## config.mk

```make
export PLATFORM = sky130hd
export DESIGN_NAME = hw_imp_accelerator
export DESIGN_NICKNAME = d
export VERILOG_FILES = /design/src/rtl/hw_imp_accelerator.sv
export SDC_FILE = /design/constraint.sdc
export NUM_CORES = 1
export LEC_CHECK = 0
export ABC_AREA = 1
export BUFFER_PORTS_ARGS = -buffer_cell sky130_fd_sc_hd__buf_2
export CAP_MARGIN = 10
export CORE_ASPECT_RATIO = 0.75
export CORE_UTILIZATION = 60
export CTS_CLUSTER_DIAMETER = 200
export DETAILED_ROUTE_END_ITERATION = 8
export GPL_TIMING_DRIVEN = 0
export PLACE_DENSITY = 0.84
export SLEW_MARGIN = 0
export SYNTH_ARGS = -nofsm -noshare
export SYNTH_HDL_FRONTEND = slang
export SYNTH_SLANG_ARGS = --single-unit
```

## constraint.sdc

```tcl
create_clock -name clk -period 2.33 [get_ports clk]
set_clock_uncertainty 0.1 [all_clocks]
set_input_delay 0.466 -clock clk [delete_from_list [all_inputs] [get_ports clk]]
set_output_delay 0.466 -clock clk [all_outputs]
set_load 0.03 [all_outputs]
```

## src/rtl/hw_imp_accelerator.sv

```systemverilog
// CRC-32 (IEEE 802.3, reflected) accelerator behind a single-bit-address
// Avalon-MM slave, with a bit-serial engine that absorbs one bit per cycle.
//
// Ports:
//   clk          single clock, rising-edge state updates
//   reset        synchronous active-low reset
//   address      0 = CTRL (write) / RESULT (read), 1 = DATA (write) / COUNT (read)
//   write        write strobe, honoured only when waitrequest is low
//   writedata    32-bit write data
//   read         read strobe
//   readdata     ~crc or count while read is high, zero otherwise
//   waitrequest  high while the engine is busy and a strobe is present

module hw_imp_accelerator (
   input  logic        clk,
   input  logic        reset,
   input  logic        address,
   input  logic        write,
   input  logic [31:0] writedata,
   input  logic        read,
   output logic [31:0] readdata,
   output logic        waitrequest
);

   localparam logic [31:0] POLY = 32'hEDB8_8320;
   localparam logic [31:0] INIT = 32'hFFFF_FFFF;

   logic [31:0] crc;
   logic [31:0] count;
   logic        busy;
   logic [4:0]  bitcnt;

   logic [31:0] crc_shift;
   logic        accept;

   // One step of the reflected LFSR: the LSB leaves first.
   always_comb begin
      crc_shift = {1'b0, crc[31:1]};
      if (crc[0]) begin
         crc_shift = crc_shift ^ POLY;
      end
   end

   assign waitrequest = busy & (read | write);

   // A write is taken only while idle, so a CTRL clear can never land
   // on a partially absorbed word.
   assign accept = write & ~busy;

   always_comb begin
      readdata = 32'h0;
      if (read) begin
         readdata = address ? count : ~crc;
      end
   end

   always_ff @(posedge clk) begin
      if (!reset) begin
         crc    <= INIT;
         count  <= 32'h0;
         busy   <= 1'b0;
         bitcnt <= 5'd0;
      end else if (busy) begin
         crc    <= crc_shift;
         bitcnt <= bitcnt + 5'd1;
         // Last of the 32 shifts: bitcnt wraps to zero here.
         if (bitcnt == 5'd31) begin
            busy <= 1'b0;
         end
      end else if (accept) begin
         if (address) begin
            crc    <= crc ^ writedata;
            busy   <= 1'b1;
            bitcnt <= 5'd0;
            count  <= count + 32'd1;
         end else if (writedata[0]) begin
            crc   <= INIT;
            count <= 32'h0;
         end
      end
   end

endmodule

```

==> impl_metrics.py <==
metrics = {
    "outcome": {
        "outcome": "complete, no violations",
    },
    "finish": {
        "area_growth_pct": 14.85,
        "mostFrequentLayoutCells": "131 x nand2_1, 108 x a21oi_1, 88 x o21ai_0",
        "fin_nets": 810,
        "final_common_cell": "nand2_1",
        "n_antenna_cell": 0,
        "num-fill-cells": 615,
        "drive_above_1_share": 0.1357,
        "final_cell_area_sq_mm": 0.004965,
    },
    "sta": {
        "period_needed_ns": 2.257,
        "clock.fmax_mhz": 443.0,
        "slew_violations": 0,
        "finalCritPeriodShare": 0.9687,
        "hold_viol": 0,
        "slew_headroom": 0.4816,
        "setup-violations-final": 0,
        "worst_slew_pin_slew_ns": 0.7733,
        "rsz0062_at_grt": "no",
    },
    "flow_run": {
        "drv_cap": 0,
    },
    "clocking": {
        "clkTransAtPathRegs_ns": 0.08,
        "root_buffer": "clkbuf_8",
        "cts_tree": "built",
        "insertion_delay_ns": 0.35,
        "cts_max_level": 3,
        "cts_setup_buffers": 0,
        "clk_path_buf_depth": 2,
        "clock_sinks": 70,
        "numCtsBuffers": 9,
        "hold_buffers": 0,
    },
    "routing": {
        "vias_per_cell": 6.050,
        "vias": 5276,
        "first_pass_iters": 5,
        "dr.first_iter.drc_count": 627,
        "drc": 0,
        "drtAntennaViolNets": 0,
        "post_drt_wl_per_cell_um": 15.97,
        "wirelength_um": 13930,
    },
    "place": {
        "dpl-instance-area_sq_mm": 0.004781,
        "place_hpwl_um": 10260,
        "routabilityCongestion": 0.9433,
        "io_buffers": 67,
    },
    "logic_synthesis": {
        "synth-seq-cells": 70,
        "synthDistinctLibCells": 28,
        "yosysWarnings": 0,
        "synthCells": 694,
        "yosysSeqAreaShare": 0.3242,
        "syn-cell-area_sq_mm": 0.004323,
        "synth_nets": 734,
        "synth_area_per_cell_sq_um": 6.229,
    },
    "global_routing": {
        "antenna_found_initial": 0,
        "grt_max_degree": 20,
        "gr-total-overflow": 0,
        "grt_pass1_vias": 4459,
        "grt_pass1_wl_um": 21270,
        "grt_usage": 0.3661,
    },
    "setup_path": {
        "cp_max_fo": 19,
        "crit_path_cell_trace": "buf_2 -> inv_2 -> buf_2 -> nor2_1 -> buf_2",
        "crit_type": "register to output port",
        "slowest_delay_ns": 0.41,
        "crit_path_start_kind": "register",
        "cp.arrival_ns": 1.69,
        "end_kind": "output port",
        "critPathRequiredTime_ns": 1.76,
        "reg2reg_depth": 9,
        "cp_slowest_cell": "dfxtp_1",
        "cp_common_cell": "buf_2",
    },
    "floorplan": {
        "std_cell_rows": 26,
        "start_util": 0.6268,
        "die_area_sq_mm": 0.007552,
        "die_w_um": 100.0,
        "core_area_sq_mm": 0.006897,
        "io_pins": 70,
        "die-height_um": 75.51,
    },
    "pwr": {
        "ir_drop_v": 0.0003615,
        "power_density_mw_per_mm2": 588.7,
        "power_mw": 2.923,
        "leakagePower_nw": 2.112,
    },
    "hold_path": {
        "holdPathStages": 3,
        "hp-class": "input port to register",
    },
}
-- per-layer routing --
layer,routed length (um),global-route usage
met2,6163,0.5839
met1,5744,0.4957
met4,334,0.1385
met3,1686,0.07798
met5,0,0
-- logic make-up after synthesis --
family,share of synthesized area
buf+inv,0.1080
flops,0.3242
compound gates,0.3207
fa+ha+maj,0.008684
simple gates,0.2385
-- synthesized netlist by cell type (all sizes together) --
master / instances / area (sq um)
clkinv: 1 / 3.750
o221ai: 10 / 87.58
clkbuf: 26 / 97.59
nor3: 5 / 30.03
dfxtp: 70 / 1401
o21bai: 1 / 7.510
o21ai: 88 / 440.4
o211ai: 34 / 255.2
buf: 12 / 61.31
inv: 81 / 304.0
nor2: 82 / 327.8
a31oi: 2 / 12.51
a22oi: 1 / 7.510
ha: 3 / 37.54
o22ai: 2 / 12.51
a21oi: 108 / 540.5
nand3: 29 / 150.1
nand4: 4 / 25.02
a211oi: 3 / 22.52
nand2: 132 / 498.0
-- layout make-up --
type / instances / area, sq um / share of cell area
Clock buffer: 11 / 141.4 / 0.02848
Buffer: 36 / 153.9 / 0.03100
Sequential cell: 70 / 1401 / 0.2823
Timing Repair Buffer: 67 / 335.3 / 0.06754
Tap cell: 98 / 122.6 / 0.02470
Clock inverter: 4 / 47.55 / 0.009577
Multi-Input combinational cell: 504 / 2455 / 0.4945
Inverter: 82 / 307.8 / 0.06200
-- flip-flops by register name (all words and copies together) (netlist names) --
name    count
crc        32
bitcnt      5
busy        1
count      32
-- worst max-delay path, delay by kind of cell (launching register included) --
kind	cells	cell delay [ns]
flops	1	0.41
buf+inv	4	0.78
simple gates	1	0.14
-- worst paths after layout --
check / start / to / slack [ns]
max reg2reg: count[0] / count[26] / 0.34
min reg2reg: crc[10] / crc[10] / 0.38
min: writedata[7] / crc[7] / 0.32
max: busy / waitrequest / 0.07
-- metrics by stage --
stage | hold slack (ns) | TNS [ns] | setup slack, ns | std cells | utilization
floorplan | 0.3363 | 0 | 0.1805 | 694 | -
global placement | 0.3506 | 0 | 0.02535 | 859 | 0.6932
detailed placement | 0.3639 | -0.05298 | -0.04241 | 859 | 0.6932
CTS | 0.3159 | 0 | 0.09283 | 873 | 0.7202
global route | 0.3171 | 0 | 0.01324 | 872 | 0.7199
finish | 0.3157 | 0 | 0.07290 | 872 | 0.7199
-- where the power goes --
part	internal, mW	leakage, nW	switching [mW]	total (mW)
clock	0.515	0.0952	0.479	0.993
combinational	0.186	1.44	0.436	0.622
sequential	1.26	0.573	0.0477	1.31
-- what timing repair did --
action                     4_1_cts  5_1_grt
pin swaps                        0        0
gates resized for setup          1        1
setup endpoints to repair        3        4
Power figures use the tool's default switching activity.
